`src/rtl/irq_ctrl_pkg.sv`:
```
// Shared definitions for the interrupt controller: register map, FSM states,
// CAUSE layout and the priority-encoder helper.
package irq_ctrl_pkg;

    // Word addresses of the Wishbone-visible registers
    localparam logic [1:0] ADR_PENDING = 2'd0;
    localparam logic [1:0] ADR_MASK    = 2'd1;
    localparam logic [1:0] ADR_EDGE    = 2'd2;
    localparam logic [1:0] ADR_CAUSE   = 2'd3;

    // CAUSE register layout: busy flag at the top, source id at the bottom
    localparam int CAUSE_BUSY_BIT = 31;
    localparam int ID_W           = 3;

    // Largest number of sources an id of ID_W bits can name
    localparam int MAX_SRC = 8;

    // Handshake states towards the CPU
    typedef enum logic [1:0] {
        IDLE    = 2'd0,
        REQ     = 2'd1,
        SERVICE = 2'd2
    } state_t;

    // Priority encoder: lowest set bit wins, returns 0 for an empty vector
    function automatic logic [ID_W-1:0] lowest_index(input logic [MAX_SRC-1:0] vec);
        logic [ID_W-1:0] idx;
        idx = '0;
        for (int i = MAX_SRC - 1; i >= 0; i--) begin
            if (vec[i]) begin
                idx = ID_W'(i);
            end
        end
        return idx;
    endfunction

endpackage

```
`src/rtl/irq_sync_edge.sv`:
```
// Two-flop synchroniser followed by a delay flop, giving a clean level and a
// single-cycle rising-edge pulse for one asynchronous input bit.
module irq_sync_edge (
    input  logic clk,
    input  logic rst_n,
    input  logic d,
    output logic level,
    output logic rise
);

    logic meta;
    logic sync;
    logic dly;

    // Metastability chain plus one extra stage remembering the previous level
    always_ff @(posedge clk or negedge rst_n) begin
        if (!rst_n) begin
            meta <= 1'b0;
            sync <= 1'b0;
            dly  <= 1'b0;
        end else begin
            meta <= d;
            sync <= meta;
            dly  <= sync;
        end
    end

    assign level = sync;
    assign rise  = sync & ~dly;

endmodule

```
`src/rtl/irq_ctrl.sv`:
```
// Multi-source interrupt controller. Conditions each source, keeps the
// PENDING/MASK/EDGE registers, picks the lowest-numbered enabled source and
// runs the Ireq/Iack/EOI handshake with the CPU. Registers are reached over a
// single-cycle-ack Wishbone slave port.
module irq_ctrl
    import irq_ctrl_pkg::*;
#(
    parameter int                 NUM_SRC  = 4,
    parameter logic [NUM_SRC-1:0] MASK_RST = 4'b0001,
    parameter logic [NUM_SRC-1:0] EDGE_RST = 4'b1111
) (
    input  logic               wb_clk_i,
    input  logic               wb_rst_n_i,
    input  logic [NUM_SRC-1:0] irq_src_i,
    input  logic [1:0]         wb_adr_i,
    input  logic [31:0]        wb_dat_i,
    output logic [31:0]        wb_dat_o,
    input  logic               wb_stb_i,
    input  logic               wb_cyc_i,
    input  logic               wb_we_i,
    output logic               wb_ack_o,
    output logic               ireq_o,
    input  logic               iack_i,
    output logic [ID_W-1:0]    irq_id_o
);

    state_t             state;
    logic [NUM_SRC-1:0] src_level;
    logic [NUM_SRC-1:0] src_rise;
    logic               iack_level;
    logic               iack_rise;

    logic [NUM_SRC-1:0] pending;
    logic [NUM_SRC-1:0] pending_d;
    logic [NUM_SRC-1:0] mask;
    logic [NUM_SRC-1:0] edge_mode;
    logic [NUM_SRC-1:0] req_vec;
    logic [NUM_SRC-1:0] id_hot;
    logic [NUM_SRC-1:0] clr;

    logic               bus_req;
    logic               wr_en;
    logic               pend_wr;
    logic               mask_wr;
    logic               edge_wr;
    logic               eoi;
    logic               auto_clr;
    logic [31:0]        rd_data;
    logic               unused_bits;

    // One synchroniser per interrupt source
    for (genvar g = 0; g < NUM_SRC; g++) begin : g_src_sync
        irq_sync_edge u_src_sync (
            .clk   (wb_clk_i),
            .rst_n (wb_rst_n_i),
            .d     (irq_src_i[g]),
            .level (src_level[g]),
            .rise  (src_rise[g])
        );
    end

    // Iack comes from the CPU clock domain, so it is conditioned the same way;
    // only its rising edge matters, so a long Iack counts once
    irq_sync_edge u_iack_sync (
        .clk   (wb_clk_i),
        .rst_n (wb_rst_n_i),
        .d     (iack_i),
        .level (iack_level),
        .rise  (iack_rise)
    );

    // Upper write-data bits and the Iack level have no function here
    assign unused_bits = &{1'b0, wb_dat_i[31:NUM_SRC], iack_level};

    // Bus decode: writes land in the cycle where ack is high
    assign bus_req  = wb_stb_i & wb_cyc_i;
    assign wr_en    = wb_ack_o & bus_req & wb_we_i;
    assign pend_wr  = wr_en && (wb_adr_i == ADR_PENDING);
    assign mask_wr  = wr_en && (wb_adr_i == ADR_MASK);
    assign edge_wr  = wr_en && (wb_adr_i == ADR_EDGE);
    assign eoi      = wr_en && (wb_adr_i == ADR_CAUSE);
    assign auto_clr = (state == REQ) && iack_rise;
    assign req_vec  = pending & mask;

    // One-hot form of the latched id, used to auto-clear the acknowledged bit
    always_comb begin
        id_hot = '0;
        for (int i = 0; i < NUM_SRC; i++) begin
            if (irq_id_o == ID_W'(i)) begin
                id_hot[i] = 1'b1;
            end
        end
    end

    // Next PENDING: edge sources set on a rise (which beats any clear in the
    // same cycle), level sources simply follow the synchronised input
    always_comb begin
        clr       = (pend_wr  ? wb_dat_i[NUM_SRC-1:0] : '0)
                  | (auto_clr ? id_hot                : '0);
        pending_d = '0;
        for (int i = 0; i < NUM_SRC; i++) begin
            if (edge_mode[i]) begin
                pending_d[i] = src_rise[i] | (pending[i] & ~clr[i]);
            end else begin
                pending_d[i] = src_level[i];
            end
        end
    end

    // PENDING register
    always_ff @(posedge wb_clk_i or negedge wb_rst_n_i) begin
        if (!wb_rst_n_i) begin
            pending <= '0;
        end else begin
            pending <= pending_d;
        end
    end

    // MASK and EDGE configuration registers, plain read/write
    always_ff @(posedge wb_clk_i or negedge wb_rst_n_i) begin
        if (!wb_rst_n_i) begin
            mask      <= MASK_RST;
            edge_mode <= EDGE_RST;
        end else begin
            if (mask_wr) begin
                mask <= wb_dat_i[NUM_SRC-1:0];
            end
            if (edge_wr) begin
                edge_mode <= wb_dat_i[NUM_SRC-1:0];
            end
        end
    end

    // Read multiplexer; unimplemented bits read as zero
    always_comb begin
        rd_data = '0;
        case (wb_adr_i)
            ADR_PENDING: rd_data[NUM_SRC-1:0] = pending;
            ADR_MASK:    rd_data[NUM_SRC-1:0] = mask;
            ADR_EDGE:    rd_data[NUM_SRC-1:0] = edge_mode;
            default: begin
                rd_data[CAUSE_BUSY_BIT] = (state == SERVICE);
                rd_data[ID_W-1:0]       = irq_id_o;
            end
        endcase
    end

    // Wishbone response: one ack per request, never back-to-back, with the
    // read data registered alongside it and zero otherwise
    always_ff @(posedge wb_clk_i or negedge wb_rst_n_i) begin
        if (!wb_rst_n_i) begin
            wb_ack_o <= 1'b0;
            wb_dat_o <= '0;
        end else begin
            wb_ack_o <= bus_req & ~wb_ack_o;
            if (bus_req && !wb_ack_o) begin
                wb_dat_o <= rd_data;
            end else begin
                wb_dat_o <= '0;
            end
        end
    end

    // Handshake FSM: once a request is raised its id is frozen until the CPU
    // acknowledges, and nothing new is issued until software writes EOI
    always_ff @(posedge wb_clk_i or negedge wb_rst_n_i) begin
        if (!wb_rst_n_i) begin
            state    <= IDLE;
            ireq_o   <= 1'b0;
            irq_id_o <= '0;
        end else begin
            case (state)
                IDLE: begin
                    if (req_vec != '0) begin
                        irq_id_o <= lowest_index(MAX_SRC'(req_vec));
                        ireq_o   <= 1'b1;
                        state    <= REQ;
                    end
                end
                REQ: begin
                    if (iack_rise) begin
                        ireq_o <= 1'b0;
                        state  <= SERVICE;
                    end
                end
                SERVICE: begin
                    if (eoi) begin
                        state <= IDLE;
                    end
                end
                default: begin
                    ireq_o <= 1'b0;
                    state  <= IDLE;
                end
            endcase
        end
    end

endmodule

```
`config.mk`:
```
export PLATFORM = sky130hd
export DESIGN_NAME = irq_ctrl
export DESIGN_NICKNAME = d
export VERILOG_FILES = /design/src/rtl/irq_ctrl_pkg.sv /design/src/rtl/irq_sync_edge.sv /design/src/rtl/irq_ctrl.sv
export SDC_FILE = /design/constraint.sdc
export NUM_CORES = 1
export LEC_CHECK = 0
export BUFFER_PORTS_ARGS = -buffer_cell sky130_fd_sc_hd__clkbuf_2
export CAP_MARGIN = 20
export CORE_ASPECT_RATIO = 1.75
export CORE_MARGIN = 1.5
export CORE_UTILIZATION = 30
export DETAILED_ROUTE_END_ITERATION = 6
export GPL_ROUTABILITY_DRIVEN = 0
export GPL_TIMING_DRIVEN = 0
export SLEW_MARGIN = 20
export SYNTH_ARGS = -nofsm -noshare
export SYNTH_HDL_FRONTEND = slang
export SYNTH_HIERARCHICAL = 1
export SYNTH_SLANG_ARGS = --single-unit
```
`constraint.sdc`:
```
create_clock -name wb_clk_i -period 1.5 [get_ports wb_clk_i]
set_input_delay 0.075 -clock wb_clk_i [delete_from_list [all_inputs] [get_ports wb_clk_i]]
set_output_delay 0.075 -clock wb_clk_i [all_outputs]
set_load 0.02 [all_outputs]
```
Word-level counts from Yosys, hierarchy flattened
Index checks and enable logic that the tools add are counted.

Div/mod/pow operators: 0. Mux-type cells: 25. $add $sub $neg: 0. Equality and inequality tests: 11. Shift-type cells: 0. $mul: 0. Magnitude comparators: 0. Reduce and logical (&&, ||, !) cells: 15. Bitwise gates (word level): 30.

Operator list (number): two-way mux 32 bit (1); bitwise AND 1 bit (13); two-way mux 1 bit (11); NOT 1 bit (11); two-way mux 3 bit (3); case mux 3 bit (3 select lines) (1); two-way mux 2 bit (4); two-way mux 4 bit (2); == test 2 bit (second input constant) (3); == test 3 x 2 -> 1 bit (second input constant) (2); logical AND 1 bit (6); inequality test 2 bit (second input constant) (3); case mux 1 bit (3 select lines) (2); case mux 2 bit (3 select lines) (1); AND reduction 3 bit (2); bitwise AND 4 bit (1); == test 2 x 1 -> 1 bit (second input constant) (2); zero test 2 bit (2); OR 1 bit (4); OR 4 bit (1); nonzero test 4 bit (1); == test 3 x 1 -> 1 bit (second input constant) (1); zero test 3 bit (1); OR reduction 3 bit (1); other kinds (2) (2).

Memories kept: 0. Output and inout bits: 37. Bits of input ports: 44. ROM bits: 0. Logic and storage cells: 104. Latch bits: 0. Bits in registers: 66. Bits in writable memories: 0.

Depth between registers and ports, before layout
Gate-level depths: netlist (run 1).

Word-level depth: 10. Depth in mapped cells: 5. Mapped depth without buffers: 5.

Hierarchy
Netlist (run 1), hierarchy kept.

Modules (own cells, without submodules): irq_ctrl (area an instance 1360.1 um2, cells an instance 127, instances 1, seq. area each 581.8 um2); irq_sync_edge (area an instance 88.8 um2, cells an instance 4, instances 5, seq. area each 75.1 um2).

Worst setup path before layout (run 1)
Ideal clock, no wire load.

Path type: register to register. Start point: register wb_ack_o. End point: register mask[1]. Period minus slack after synthesis: 1.305 ns. Slack: 0.195 ns. Data arrival time: 1.180 ns. Buffers on the path: 0. Required time: 1.375 ns. Cell stages (with the launch flop): 4. Setup time: 0.125 ns. Cells stage by stage: dfrtp_1 -> nand2_1 -> nor3_4 -> mux2_2.

Word-level cells in the longest chain between the ends: 3.

RTL lines: start, declared (line irq_ctrl.sv:21) `output logic wb_ack_o,`; start signal, assigned (line irq_ctrl.sv:155) `wb_ack_o <= bus_req & ~wb_ack_o;`; bitwise AND 1 bit (2 in series) (line irq_ctrl.sv:77) `assign wr_en = wb_ack_o & bus_req & wb_we_i;`; logical AND 1 bit (line irq_ctrl.sv:79) `assign mask_wr = wr_en && (wb_adr_i == ADR_MASK);`; end signal, assigned (line irq_ctrl.sv:126) `mask <= wb_dat_i[NUM_SRC-1:0];`; end, declared (line irq_ctrl.sv:35) `logic [NUM_SRC-1:0] mask;`.

Every way passes these cells. A chain may end at the register's enable or synchronous reset.

Final worst setup path (run 1)
Start point: register pending[3]. End point: register irq_id_o[0].

Word-level cells in the longest chain between the ends: 5. Elaborated cells between the ends (all ways): 7. Classes of those cells: 4 x mux; 1 x bitwise; 2 x reduce/logical.

RTL lines: start, declared (line irq_ctrl.sv:33) `logic [NUM_SRC-1:0] pending;`; start signal, assigned (line irq_ctrl.sv:115) `pending <= pending_d;`; bitwise AND 4 bit * (line irq_ctrl.sv:83) `assign req_vec = pending & mask;`; two-way mux 2 bit (line irq_ctrl_pkg.sv:30) `if (vec[i]) begin`; two-way mux 3 bit (3 in series) (line irq_ctrl_pkg.sv:30); end signal, assigned (line irq_ctrl.sv:175) `irq_id_o <= lowest_index(MAX_SRC'(req_vec));`; end, declared (line irq_ctrl.sv:24) `output logic [ID_W-1:0] irq_id_o`.

Mark *: on every way between the ends. The rest lies on a longest branch, timed or not.

==> results of run 1 <==
[cells by family (layout without fill, tap and decap cells)]
logic type      count (synthesis)  count (layout)  synth area share, %
simple gates                   44              44                 16.0
flops                          38              38                 53.1
buf+inv                        32              68                 13.3
mux                            17              17                 11.7
compound gates                 15              15                 5.83
other cells                     1              28                0.208
[flip-flops by register name, summed over array words and instances (netlist names)]
signal / flops
u_iack_sync/meta: 1
pending: 4
ireq_o: 1
mask: 4
wb_dat_o: 5
u_iack_sync/dly: 1
edge_mode: 4
state: 2
g_src_sync.u_src_sync/meta: 4
wb_ack_o: 1
g_src_sync.u_src_sync/level: 4
irq_id_o: 2
g_src_sync.u_src_sync/dly: 4
u_iack_sync/level: 1
[final cells by class]
type,instances,area share (%)
inverters,2,0.331
multi-input cells,104,31.3
well taps,78,4.31
plain buffers,30,10.3
repair buffers,28,7.51
clock buffers,7,3.81
flip-flops and latches,38,42.3
clock inverters,1,0.221
[worst max-delay path, stage by stage (launching register included)]
cell      delay [ps]
dfrtp_1          420
a22o_1           250
nand2b_1         160
nand2_1          100
mux2_2           330
[cells in the final DEF, fill, tap and decap left out, types with 3 or more instances in the layout]
cell / instances
clkbuf_2: 22
buf_4: 28
o21ai_0: 4
dfstp_2: 5
nor2_1: 10
a21oi_1: 4
clkbuf_8: 6
mux2i_1: 3
dlygate4sd3_1: 6
conb_1: 28
mux2_2: 12
a41o_1: 3
nand2_1: 11
nor2b_4: 5
dfrtp_1: 33
[through the flow]
stage	area (µm²)	instances	power [µW]	setup WS, ps	utilization (%)
finish	2260	288	2630	119	38.8
floorplan	1910	174	1740	195	-
global placement	2110	274	1920	142	36.2
detailed placement	2110	274	1930	129	36.2
CTS	2260	288	2670	114	38.8
global route	2260	288	2790	48.9	38.8
[timing repair]
item | CTS | global route
gates resized for setup | 0 | 0
setup endpoints to repair | 0 | 0
hold buffers | 6 | 0
hold endpoints to repair | 38 | 0
setup buffers | 0 | 0
[final timing paths]
kind                                                   to  slack (ps)  cells after the start
hold reg to reg            g_src_sync[2].u_src_sync/level         350                      0
setup reg to reg                              irq_id_o[0]         120                      4
min in group asynchronous                         mask[2]         450                      2
setup / recovery                              irq_id_o[0]         120                      4
hold / removal                               wb_dat_o[31]          30                      3
max in group asynchronous    g_src_sync[3].u_src_sync/dly         460                      2
[power breakdown]
part	leakage, µW	switching (µW)	internal, µW	total (µW)
combinational	0.000629	302	268	569
clock	0.0000482	344	371	715
sequential	0.000458	176	1170	1350
total	0.00114	822	1810	2630
[per-layer routing]
metal	wire, µm	vias up	GRT usage [%]
met1	1210	515	11.4
met3	227	11	3.31
met5	0	-	0
met4	89	0	6.23
li1	-	566	-
met2	1640	54	16.9
==> flow_summary.ini, run 1 <==
[power]
vdd_drop_max_uv = 471
p_leak_uw = 0.00114
p_per_cell_area_nw_per_um2 = 1160

[global_routing]
first_global_vias = 1078
global_route_wire_length_before_repair_mm = 4.94
total_global_routing_track_utilization_pct = 10.5
number_of_antenna_violations_at_the_first_check_in_global_routing = 0
globalRouteOverflowTotal = 0
maximum_number_of_pins_on_one_net_before_global_route_repair = 39

[floorplan]
ios = 81
initial_utilization_pct = 30.9
die-area_um2 = 6510
design.core.area_um2 = 5830
chipWidth_um = 61.6
die_height_um = 106
rows = 37

[synth]
synth.yosys.warnings = 6
synth_async_sr_flop_share_pct = 100
number_of_enable_flip_flop_cells_after_synthesis = 0
avgSynthCellArea_um2 = 12.3
synth_top_flop_cell = dfrtp_1
synth.cells.most_frequent = 33 x dfrtp_1, 28 x buf_4, 12 x mux2_2
synth.ff_latch_count = 38
synth_sequential_area_ratio_pct = 53.1
synth_most_common_cell = dfrtp_1
yosysTopAreaCell = dfrtp_1
postSynthCellCount = 147
synthDistinctLibCells = 31
syn_area_um2 = 1800
yosys-top-cells-area = dfrtp_1 46%, buf_4 12%, mux2_2 7.5%
netlist.area_leader.share_pct = 45.8

[sta]
finalHoldWorstSlack_ps = 26.9
drv_slew = 0
worst-slew-pin-transition_ps = 934
layout_worst_path_cycle_share_pct = 92.1
timing.setup.tns_ps = 0
fmax_mhz = 724
setup_viol = 0
finClkSkew_ps = 8.67
max_slew_margin_pct = 37.8
hold_viol = 0
layout_min_cycle_time_ps = 1380
setup_repair_after_global_routing_missed_its_margin = no

[critical_path]
r2r-start = pending[3]
cp_data_arrival_time_ps = 1560
crit_path_max_fanout = 4
cp-end-kind = flip-flop
worstSetupStartpoint = pending[3]
start_kind = flip-flop
required_worst_endpoint_ps = 1670
crit_type = flip-flop to flip-flop

[clocking]
cts_tree = done
clk_pin_slew_worst_paths_ps = 80
ctsRootBufferMaster = clkbuf_8
numClockSinks = 38
cts-root-to-sink-buffers = 2
clk-insertion-delay-late_ps = 290
h-tree-depth = 2
numCtsBuffers = 5

[routing]
route.antenna.remaining_nets = 0
drt-vias-per-instance = 3.98
wirelength_mm = 3.16
post_dr_wirelength_cell_um = 11.0
vias = 1146
detailedRoute.firstPassIterationCount = 4
drt_iter0_markers = 31
total_drc_errors_in_the_routed_layout = 0

[cells_and_area]
multiInputGateArea_um2 = 708
register_area_um2 = 957
nets = 253
fillers = 607
antenna_cells = 0
area_delta_synth_final_pct = 25.5
fraction_of_final_layout_cells_sized_beyond_drive_strength_1_pct = 42.4

[outcome]
run_status = complete, no violations

[place]
hpwlAfterDp_mm = 2.35
port-buffer-count = 22

[min_path]
hold_path_class = input port to flip-flop
hold_path_startpoint = wb_adr_i[0]

[flow_run]
max_cap_violations = 0
No activity file was read; power rests on OpenSTA's default activity.
==> run 2: changes to the inputs <==
Settings changed: GPL_TIMING_DRIVEN 0 to default, HOLD_SLACK_MARGIN from default to 0.05.
==> run 2 against run 1 <==
Total power is 0.19% higher. Sequential share of layout area is 3.2 points higher. Cell area is 7.0% lower. Critical path depth stayed put. Register-to-register slack better by 30 ps. Combinational power is 3% higher. Non-clock buffer count is 20 lower. Setup slack better by 29 ps. Highest routed layer unchanged.
==> flow_summary.ini, run 2 (synthesis results as in run 1) <==
[critical_path]
crit_path_max_fanout = 4
cp-end-kind = flip-flop
required_worst_endpoint_ps = 1680
crit_type = flip-flop to flip-flop
timing.critical_path.slowest_stage_cell = dfrtp_1
crit_family = flip-flops
start_kind = flip-flop
crit_path_max_cell_delay_ps = 420
critical_path.cell_chain = a22o_1, nand2b_1, nand2_1, mux2_2
cp_data_arrival_time_ps = 1530
critical_path_buf_inv_count = 0

[cells_and_area]
fin_util_pct = 36.1
area_delta_synth_final_pct = 16.8
antenna_cells = 0
largest_register_ffs = 5
finalNonFillerCells = 268
fraction_of_final_layout_cells_sized_beyond_drive_strength_1_pct = 35.3
mostFrequentLayoutCell = dfrtp_1
max_flop_register = wb_dat_o
final_cell_mix = 33 x dfrtp_1, 28 x conb_1, 24 x clkbuf_2
nets = 233

[routing]
total_drc_errors_in_the_routed_layout = 0
vias = 1107
detailedRoute.firstPassIterationCount = 4
drt-vias-per-instance = 4.13
wirelength_mm = 3.13
route.antenna.remaining_nets = 0
post_dr_wirelength_cell_um = 11.7
drt_iter0_markers = 25

[floorplan]
initial_utilization_pct = 30.9
die-area_um2 = 6510
design.core.area_um2 = 5830
chipWidth_um = 61.6
die_height_um = 106
ios = 81
rows = 37

[place]
port-buffer-count = 24
dp_cells = 252
hpwlAfterDp_mm = 2.33

[sta]
timing.setup.tns_ps = 0
layout_worst_path_cycle_share_pct = 90.1
hold_viol = 0
setup_viol = 0
finClkSkew_ps = 5.79
fmax_mhz = 740
drv_slew = 0
finalHoldWorstSlack_ps = 53.0
setup_repair_after_global_routing_missed_its_margin = no
layout_min_cycle_time_ps = 1350

[power]
p_leak_uw = 0.00102
p_per_cell_area_nw_per_um2 = 1250
vdd_drop_max_uv = 473

[flow_run]
max_cap_violations = 0

[global_routing]
total_global_routing_track_utilization_pct = 10.9
global_route_wire_length_before_repair_mm = 5.14
maximum_number_of_pins_on_one_net_before_global_route_repair = 39
first_global_vias = 1066
number_of_antenna_violations_at_the_first_check_in_global_routing = 0
globalRouteOverflowTotal = 0

[min_path]
hold_path_class = input port to flip-flop

[outcome]
run_status = complete, no violations

[clocking]
numClockSinks = 38
clk_pin_slew_worst_paths_ps = 70
clk-insertion-delay-late_ps = 290
h-tree-depth = 2
ctsRootBufferMaster = clkbuf_8
cts-root-to-sink-buffers = 2
numCtsBuffers = 5
cts_tree = done
## run 2: changes by cell type in the layout (fill, tap and decap cells not counted)
cell           before  now
dlygate4sd3_1       6    8
buf_6               2    0
clkbuf_2           22   24
buf_4              28    6
## run 2: path summary, 6_finish.rpt
path / cells past startpoint / from / slack [ps] / to
setup / recovery: 4 / mask[3] / 150 / irq_id_o[0]
hold / removal: 2 / wb_dat_i[3] / 50 / mask[3]
setup reg to reg: 4 / mask[3] / 150 / irq_id_o[0]
hold reg to reg: 0 / g_src_sync[0].u_src_sync/meta / 350 / g_src_sync[0].u_src_sync/level
max in group asynchronous: 3 / wb_rst_n_i / 770 / edge_mode[3]
min in group asynchronous: 3 / wb_rst_n_i / 350 / g_src_sync[2].u_src_sync/level
## run 2: final cells by class
class                           count  area [µm²]
Multi-Input combinational cell    104         708
Clock inverter                      1        5.00
Sequential cell                    38         957
Timing Repair Buffer               38         245
Fill cell                         616        3730
Clock buffer                        7        86.3
Tap cell                           78        97.6
Inverter                            2        7.51
## run 2: worst register-to-register path, stage by stage (launching register included)
cell      delay, ps
dfrtp_1         420
a22o_1          230
nand2b_1        160
nand2_1         100
mux2_2          330
## run 2: power by group
| part | switching (µW) | internal [µW] | leakage (µW) |
|---|---|---|---|
| Sequential | 153 | 1170 | 0.000458 |
| Combinational | 333 | 252 | 0.000511 |
| Clock | 356 | 371 | 0.0000482 |
## run 2: what timing repair did
action | 4_1_cts | 5_1_grt
hold buffers | 8 | 0
buffers inserted | 0 | 0
endpoints found under the hold margin | 42 | 0
gates resized for setup | 0 | 0
## run 2: metal layers
| layer | vias to the layer above | GRT usage (%) | routed length [µm] |
|---|---|---|---|
| met5 | - | 0 | 0 |
| met4 | 0 | 6.23 | 82 |
| met3 | 6 | 2.94 | 145 |
| met2 | 40 | 18.3 | 1700 |
| met1 | 537 | 11.5 | 1200 |
| li1 | 524 | - | - |
## run 2: metrics by stage
step                      setup slack, ps  instance area, µm²  total power, µW
final                                 148                2110             2640
after global routing                 51.2                2110             2790
after CTS                             141                2110             2660
after detailed placement              152                1940             1920
after global placement                166                1940             1900
after floorplan                       195                1910             1740
